<file path="src/rtl/booth_r4_mul.sv">
// Iterative radix-4 Booth multiplier: retires two multiplier bits per cycle.
// Valid/ready on both sides; one multiply in flight at a time.
module booth_r4_mul #(
  parameter int N = 8
) (
  input  logic           clk_i,
  input  logic           rst_i,
  input  logic           in_valid_i,
  output logic           in_ready_o,
  input  logic [N-1:0]   a_i,
  input  logic [N-1:0]   b_i,
  input  logic           signed_i,
  output logic           out_valid_o,
  input  logic           out_ready_i,
  output logic [2*N-1:0] y_o,
  output logic           busy_o
);

  localparam int K  = N / 2 + 1;
  localparam int MW = N + 2;        // extended operand width
  localparam int AW = 2 * N + 4;    // accumulator width
  localparam int CW = $clog2(K + 1);

  if ((N % 2) != 0 || N < 4) begin : g_bad_n
    $error("booth_r4_mul: N must be even and >= 4");
  end

  typedef enum logic [1:0] {IDLE, CALC, DONE} state_e;

  state_e          state_q, state_d;
  logic [MW-1:0]   m_q, m_d;        // extended multiplicand
  logic [MW:0]     b_q, b_d;        // extended multiplier with b[-1] in bit 0
  logic [AW-1:0]   acc_q, acc_d;
  logic [CW-1:0]   cnt_q, cnt_d;
  logic [2*N-1:0]  y_q, y_d;

  logic [2:0]      trip;
  logic            neg;
  logic [MW:0]     mag;
  logic [MW:0]     pp;
  logic [AW-1:0]   acc_step;

  // Booth recoding of the current triplet. Negative selections use the
  // one's complement of the magnitude plus a carry-in at the same weight.
  always_comb begin
    trip = b_q[2:0];
    neg  = trip[2] & ~(trip[1] & trip[0]);
    case (trip)
      3'b001, 3'b010, 3'b101, 3'b110: mag = {m_q[MW-1], m_q};
      3'b011, 3'b100:                 mag = {m_q, 1'b0};
      default:                        mag = '0;
    endcase
    pp = neg ? ~mag : mag;
    // Adding at weight 2^MW and then shifting right 2 equals shifting first and
    // adding at 2^N: the partial product has no bits below the dropped pair.
    acc_step = {{2{acc_q[AW-1]}}, acc_q[AW-1:2]}
             + ({{(AW-MW-1){pp[MW]}}, pp} << N)
             + (AW'(neg) << N);
  end

  // NOTE: every signal written here gets a default first, so no path can leave
  // one unassigned and infer a latch.
  always_comb begin
    state_d = state_q;
    m_d     = m_q;
    b_d     = b_q;
    acc_d   = acc_q;
    cnt_d   = cnt_q;
    y_d     = y_q;
    case (state_q)
      IDLE: begin
        if (in_valid_i) begin
          m_d     = signed_i ? {{2{a_i[N-1]}}, a_i} : {2'b00, a_i};
          b_d     = {(signed_i ? {{2{b_i[N-1]}}, b_i} : {2'b00, b_i}), 1'b0};
          acc_d   = '0;
          cnt_d   = '0;
          state_d = CALC;
        end
      end
      CALC: begin
        // After K iterations the accumulator is exact; one more cycle moves it to y.
        if (cnt_q == CW'(K)) begin
          y_d     = acc_q[2*N-1:0];
          state_d = DONE;
        end else begin
          acc_d = acc_step;
          b_d   = {2'b00, b_q[MW:2]};
          cnt_d = cnt_q + CW'(1);
        end
      end
      DONE: begin
        if (out_ready_i) state_d = IDLE;
      end
      default: state_d = IDLE;
    endcase
  end

  // NOTE: state registers use non-blocking assignments so every flop samples
  // the pre-edge values of the others.
  always_ff @(posedge clk_i) begin
    if (!rst_i) begin
      state_q <= IDLE;
      m_q     <= '0;
      b_q     <= '0;
      acc_q   <= '0;
      cnt_q   <= '0;
      y_q     <= '0;
    end else begin
      state_q <= state_d;
      m_q     <= m_d;
      b_q     <= b_d;
      acc_q   <= acc_d;
      cnt_q   <= cnt_d;
      y_q     <= y_d;
    end
  end

  assign in_ready_o  = (state_q == IDLE);
  assign out_valid_o = (state_q == DONE);
  assign busy_o      = (state_q != IDLE);
  assign y_o         = y_q;

endmodule

</file>
<file path="config.mk">
export PLATFORM = sky130hd
export DESIGN_NAME = booth_r4_mul
export DESIGN_NICKNAME = d
export VERILOG_FILES = /design/src/rtl/booth_r4_mul.sv
export SDC_FILE = /design/constraint.sdc
export NUM_CORES = 1
export LEC_CHECK = 0
export ABC_CLOCK_PERIOD_IN_PS = 3500
export CORE_ASPECT_RATIO = 2
export CORE_UTILIZATION = 45
export CTS_CLUSTER_SIZE = 40
export DETAILED_ROUTE_END_ITERATION = 8
export PLACE_DENSITY = 0.67
export SYNTH_ARGS = -nofsm -noshare
export SYNTH_HDL_FRONTEND = slang
export SYNTH_SLANG_ARGS = --single-unit
</file>
<file path="constraint.sdc">
create_clock -name clk_i -period 3.5 [get_ports clk_i]
set_input_delay 0.525 -clock clk_i [delete_from_list [all_inputs] [get_ports clk_i]]
set_output_delay 0.525 -clock clk_i [all_outputs]
set_load 0.02 [all_outputs]
</file>
==> impl_metrics.ini, run 1 <==
[outcome]
status = completed

[place]
gp_congestion = 0.864
numPortBuffers = 39
dp_hpwl_um = 5070
post-place-ws_ps = 500
dpl-instance-area_sq_um = 3420

[yosys]
ys_ff_latch = 60
synthFlopType = dfxtp_1
syn_area_sq_um = 2970
ys_async_sr_fraction_pct = 0
yosysTopAreaCellShare_pct = 40.5
yosys_warnings = 0
synth.top_cells.by_count = nand2_1 (75), dfxtp_1 (60), a21oi_1 (28)
syn_area_per_cell_sq_um = 8.84
ys_types = 45
synth_edf_count = 0
syn-num-nets = 379
post-synth-top-count-cell = nand2_1
syn_inst = 336
synth_top_area_cell = dfxtp_1
synth_area_leaders = dfxtp_1 (40%), nand2_1 (9.5%), ha_1 (8.8%)
ys_seq_area_share_pct = 40.5

[clock_tree]
postCtsHoldBufs = 0
clockRootBuffer = clkbuf_16
clk_latency_ps = 330
cts_resized = 0
cts-buffers-inserted = 9
cts_tree = done
clk_pin_slew_ps = 50
cts.path.max_buffers = 2
numClockSinks = 60
cts_max_level = 3
postCtsSetupBuffers = 0

[timing]
maxSlewHeadroom_pct = 54.7
fin_skew_ps = 6.61
worst_slack_ps = 471
hold_viol = 0
finalCritPeriodShare_pct = 86.5
clock.fmax_mhz = 330
worstMarginPinSlew_ps = 678
setup_violations = 0
final.min_clock_period_ps = 3030
setup_tns_ps = 0
final-max-slew-violation-count = 0
rsz0062_at_grt = false

[global_route]
grt_max_degree = 21
grt_pass1_vias = 2557
grt_overflow_total = 0
grt_pass1_wl_um = 11700
antenna_found_initial = 0
track_usage_pct = 23.2

[floorplanning]
dieArea_sq_um = 6950
io_pins = 40
rows = 41
die_w_um = 59.4
core_area_sq_um = 6360
start_util_pct = 46.7
die_h_um = 117

[layout]
nets = 419
syn2layout_area_growth_pct = 25.4
final_util_pct = 58.5
drive_gt1_share_pct = 7.87
fin_area_sq_um = 3720
diodes = 0

[detailed_routing]
wl_per_cell_um = 15.2
drt_first_pass_iters = 5
post-route-drc-count = 0
drt_wl_total_um = 7100
vias = 2500
ant_nets = 0
via_per_inst = 5.35
drtIter0Drc = 88

[power]
netSwitchingFraction_pct = 24.8
p_clk_share_pct = 48.2
total_power_w = 0.00186
seqPwrFrac_pct = 39.4
switchingPower_w = 0.000460
ir_drop_mv = 0.341
power.density_nw_per_um2 = 498
comb_power_share_pct = 12.4
intPower_w = 0.00140
p_leak_nw = 1.51

[worst_setup_path]
r2r_cells = 11
cp-start-kind = register
r2r-start = b_q[0]$_SDFFE_PN0P_
critPathKind = register to register
ff2ff_setup_slack_ps = 470
regToRegEndpoint = acc_q[19]$_SDFFE_PN0P_
critPathCaptureType = register
critPathArrivalTime_ps = 3300
cp_max_fo = 8
worstPathRequired_ps = 3780

[worst_hold_path]
hold_class = register to register
min_to = y_o[5]$_SDFFE_PN0P_
hp-start = y_o[5]$_SDFFE_PN0P_
min_path_cells = 2

[run]
cap_viol_max_count = 0
==> registers in the layout, summed over array words and instances (netlist names) <==
| name | flops |
|---|---|
| acc_q | 20 |
| y_o | 16 |
| b_q | 10 |
| m_q | 9 |
| cnt_q | 3 |
| state_q | 2 |
==> worst max path at each step <==
stage | from | cells after the start | endpoint
floorplan | b_q[2]$_SDFFE_PN0P_ | 12 | acc_q[19]$_SDFFE_PN0P_
global placement | b_q[0]$_SDFFE_PN0P_ | 11 | acc_q[19]$_SDFFE_PN0P_
detailed placement | b_q[0]$_SDFFE_PN0P_ | 11 | acc_q[19]$_SDFFE_PN0P_
CTS | b_q[0]$_SDFFE_PN0P_ | 11 | acc_q[19]$_SDFFE_PN0P_
global route | b_q[0]$_SDFFE_PN0P_ | 12 | acc_q[19]$_SDFFE_PN0P_
finish | b_q[0]$_SDFFE_PN0P_ | 11 | acc_q[19]$_SDFFE_PN0P_
==> cell families after synthesis <==
kind of cell               count (synthesis)  synth area share, %
AOI/OAI and AO/OA                         96                 23.1
muxes                                      2                0.674
DFF                                       60                 40.5
xor gates and xnor gates                  18                 5.56
and+or+nand+nor                          115                 16.8
adders and majority gates                 22                 9.52
buffers and inverters                     23                 3.88
==> cell usage in the layout (no fill, tap or decap), types with 2 or more instances in the layout <==
cell type / synthesis / final
dfxtp_1: 60 / 60
a311oi_1: 3 / 3
o21ai_0: 16 / 16
ha_1: 21 / 21
xnor2_1: 5 / 5
nand2_1: 75 / 75
o211a_1: 2 / 2
o211ai_1: 2 / 2
mux2i_1: 2 / 2
and2_1: 2 / 2
a31oi_1: 2 / 2
nor2_1: 17 / 17
a21boi_0: 8 / 8
xor2_1: 12 / 12
nor2b_1: 4 / 4
clkbuf_8: 0 / 2
a311oi_2: 3 / 3
a221o_1: 4 / 4
a22oi_1: 5 / 5
a222oi_1: 3 / 3
buf_4: 2 / 5
clkinv_2: 0 / 2
a22o_1: 12 / 12
clkbuf_16: 0 / 9
and3_1: 2 / 2
nand4_1: 2 / 2
a21oi_1: 28 / 28
clkdlybuf4s50_1: 0 / 39
nand3_1: 7 / 7
a21o_1: 2 / 2
inv_1: 8 / 8
==> power by group through the flow <==
| stage | logic (W) | clock network (W) | registers [W] |
|---|---|---|---|
| floorplan | 0.000161 | 0 | 0.000737 |
| global placement | 0.000226 | 0 | 0.000744 |
| CTS | 0.000231 | 0.000914 | 0.000731 |
| finish | 0.000230 | 0.000894 | 0.000731 |
| detailed placement | 0.000229 | 0 | 0.000745 |
| global route | 0.000255 | 0.000940 | 0.000734 |
==> critical path, cell delays in order (launching register included) <==
cell and delay (ps):
dfxtp_1 450, nand2_1 110, nor2_1 410, a221o_1 240, ha_1 230, ha_1 220
fa_1 420, a21oi_1 200, o211a_1 170, o21ai_0 130, a311oi_1 290, a21o_1 110
==> cell type report <==
cell class | count | area [sq um]
repair buffers | 44 | 428
clock buffers | 12 | 256
clock inverters | 4 | 47.5
flip-flops and latches | 60 | 1200
fillers | 605 | 2640
multi-input cells | 253 | 1650
well taps | 86 | 108
inverters | 8 | 30.0
==> routing by layer <==
layer	GRT usage, %	share of wire (%)	up-vias
li1	-	-	1264
met1	22.5	39	1178
met2	42.8	54	40
met3	5.49	2.5	18
met4	13.3	3.9	0
met5	0	0	-
==> through the flow <==
step                      hold slack (ps)  instances
final                                 455        467
after global routing                  475        467
after CTS                             458        467
after detailed placement              451        451
after global placement                443        451
after floorplan                       432        336
No activity file was read; power rests on OpenSTA's default activity.
==> inputs of run 2 (changes only) <==
--- a/config.mk
+++ b/config.mk
@@ -6,7 +6,7 @@
 export NUM_CORES = 1
 export LEC_CHECK = 0
 export ABC_CLOCK_PERIOD_IN_PS = 3500
-export CORE_ASPECT_RATIO = 2
+export CORE_ASPECT_RATIO = 1.1
 export CORE_UTILIZATION = 45
 export CTS_CLUSTER_SIZE = 40
 export DETAILED_ROUTE_END_ITERATION = 8
==> run 2 against run 1 <==
Power shrank 11%. Sequential cell count is the same. Sequential power is essentially flat. Sequential share of layout area grew 0.72 points. Largest power group is now registers. Critical endpoint unchanged. Via count grew 0.80%. Global-route usage shrank 2.7 points. First-iteration DRC count grew 5.7%. Critical path depth is the same. Maximum frequency shrank 1.2%. Combinational power shrank 2%. Register-to-register slack lost 40 ps. Die area shrank 0.28%.
==> impl_metrics.ini, run 2 (synthesis results as in run 1) <==
[power]
ir_drop_mv = 0.226
switchingPower_w = 0.000442
power.density_nw_per_um2 = 454
intPower_w = 0.00121
seqPwrFrac_pct = 44.1
p_clk_share_pct = 42.2
comb_power_share_pct = 13.7
p_leak_nw = 1.47
netSwitchingFraction_pct = 26.7
total_power_w = 0.00165

[worst_setup_path]
worstPathRequired_ps = 3790
cp.buffers_inverters = 0
cp-start-kind = register
crit_path_frequent_cell = ha_1
worst_path_max_delay_cell = dfxtp_1
critPathArrivalTime_ps = 3350
critPathTopFamily = compound AO/OA/AOI/OAI gates
critPathKind = register to register
cp_max_fo = 8
critPathCaptureType = register
slowest_delay_ps = 450
crit_chain = nand2_1 > nor2_1 > a221o_1 > ha_1 > ha_1 > fa_1 > a21oi_1 > o211a_1 > o21ai_0 > a311oi_1 > a21o_1

[clock_tree]
cts_tree = done
cts_resized = 0
clockRootBuffer = clkbuf_8
cts-buffers-inserted = 9
clk_latency_ps = 350
postCtsSetupBuffers = 0
cts.path.max_buffers = 2
clk_pin_slew_ps = 70
cts_max_level = 3
numClockSinks = 60
postCtsHoldBufs = 0

[detailed_routing]
vias = 2520
ant_nets = 0
drt_wl_total_um = 6470
via_per_inst = 5.45
drtIter0Drc = 93
post-route-drc-count = 0
drt_first_pass_iters = 5
wl_per_cell_um = 14.0

[layout]
seq_area_sq_um = 1200
largest_reg_flops = 20
multi_input_area_sq_um = 1650
syn2layout_area_growth_pct = 22.7
mostFrequentLayoutCell = nand2_1
final_util_pct = 58.1
fill_cells = 572
regMostFlops = acc_q
diodes = 0
nets = 420
layout_common_cells = nand2_1 (75), dfxtp_1 (60), clkdlybuf4s50_1 (39)
drive_gt1_share_pct = 8.38

[timing]
finalCritPeriodShare_pct = 87.6
maxSlewHeadroom_pct = 56.0
setup_violations = 0
final.min_clock_period_ps = 3070
worstMarginPinSlew_ps = 658
fin_skew_ps = 9.20
fin_hold_ws_ps = 456
final-max-slew-violation-count = 0
setup_tns_ps = 0
rsz0062_at_grt = false
worst_slack_ps = 434
clock.fmax_mhz = 326
hold_viol = 0

[outcome]
status = completed

[floorplanning]
io_pins = 40
core_area_sq_um = 6270
rows = 30
die_w_um = 79.4
dieArea_sq_um = 6930
start_util_pct = 47.4
die_h_um = 87.2

[global_route]
grt_overflow_total = 0
grt_max_degree = 21
grt_pass1_wl_um = 10800
grt_pass1_vias = 2368
antenna_found_initial = 0
track_usage_pct = 20.5

[place]
post-place-ws_ps = 483
numPortBuffers = 39
gp_congestion = 0.850
dp_hpwl_um = 4590

[run]
cap_viol_max_count = 0

[worst_hold_path]
hold_class = register to register
[run 2: power groups by stage]
| stage | clock [W] | combinational [W] | sequential, W |
|---|---|---|---|
| detailed placement | 0 | 0.000224 | 0.000746 |
| global route | 0.000744 | 0.000254 | 0.000733 |
| finish | 0.000699 | 0.000226 | 0.000730 |
| floorplan | 0 | 0.000161 | 0.000737 |
| global placement | 0 | 0.000222 | 0.000745 |
| CTS | 0.000712 | 0.000227 | 0.000730 |
[run 2: routing by layer]
layer	part of all wire (%)	vias to the layer above	GRT usage [%]
met2	48	52	35.1
li1	-	1273	-
met1	46	1182	24.1
met3	3.7	13	5.45
met5	0	-	0
met4	2.1	0	8.60
[run 2: final timing paths]
kind | startpoint | endpoint | cells after the start | slack, ps
worst max register to register | b_q[1]$_SDFFE_PN0P_ | acc_q[19]$_SDFFE_PN0P_ | 11 | 430
worst min-delay path | y_o[0]$_SDFFE_PN0P_ | y_o[0]$_SDFFE_PN0P_ | 2 | 460
worst max-delay path | b_q[1]$_SDFFE_PN0P_ | acc_q[19]$_SDFFE_PN0P_ | 11 | 430
worst min register to register | y_o[0]$_SDFFE_PN0P_ | y_o[0]$_SDFFE_PN0P_ | 2 | 460
[run 2: layout make-up]
| type | count | share of cell area (%) |
|---|---|---|
| multi-input cells | 253 | 45.4 |
| clock buffers | 9 | 3.40 |
| inverters | 8 | 0.824 |
| flip-flops and latches | 60 | 33.0 |
| clock inverters | 7 | 2.71 |
| repair buffers | 45 | 12.0 |
| well taps | 80 | 2.75 |
[run 2: metrics by stage]
| stage | instance area [sq um] | instances |
|---|---|---|
| detailed placement | 3420 | 446 |
| floorplan | 2970 | 336 |
| global placement | 3420 | 446 |
| global route | 3640 | 462 |
| finish | 3640 | 462 |
| CTS | 3640 | 462 |
[run 2: tightest hold or removal path, delay by kind of cell, from the launching register on]
kind	cells	cell delay, ps
flip-flops	1	310
AO/OA/AOI/OAI	1	50
AND/OR/NAND/NOR	1	50
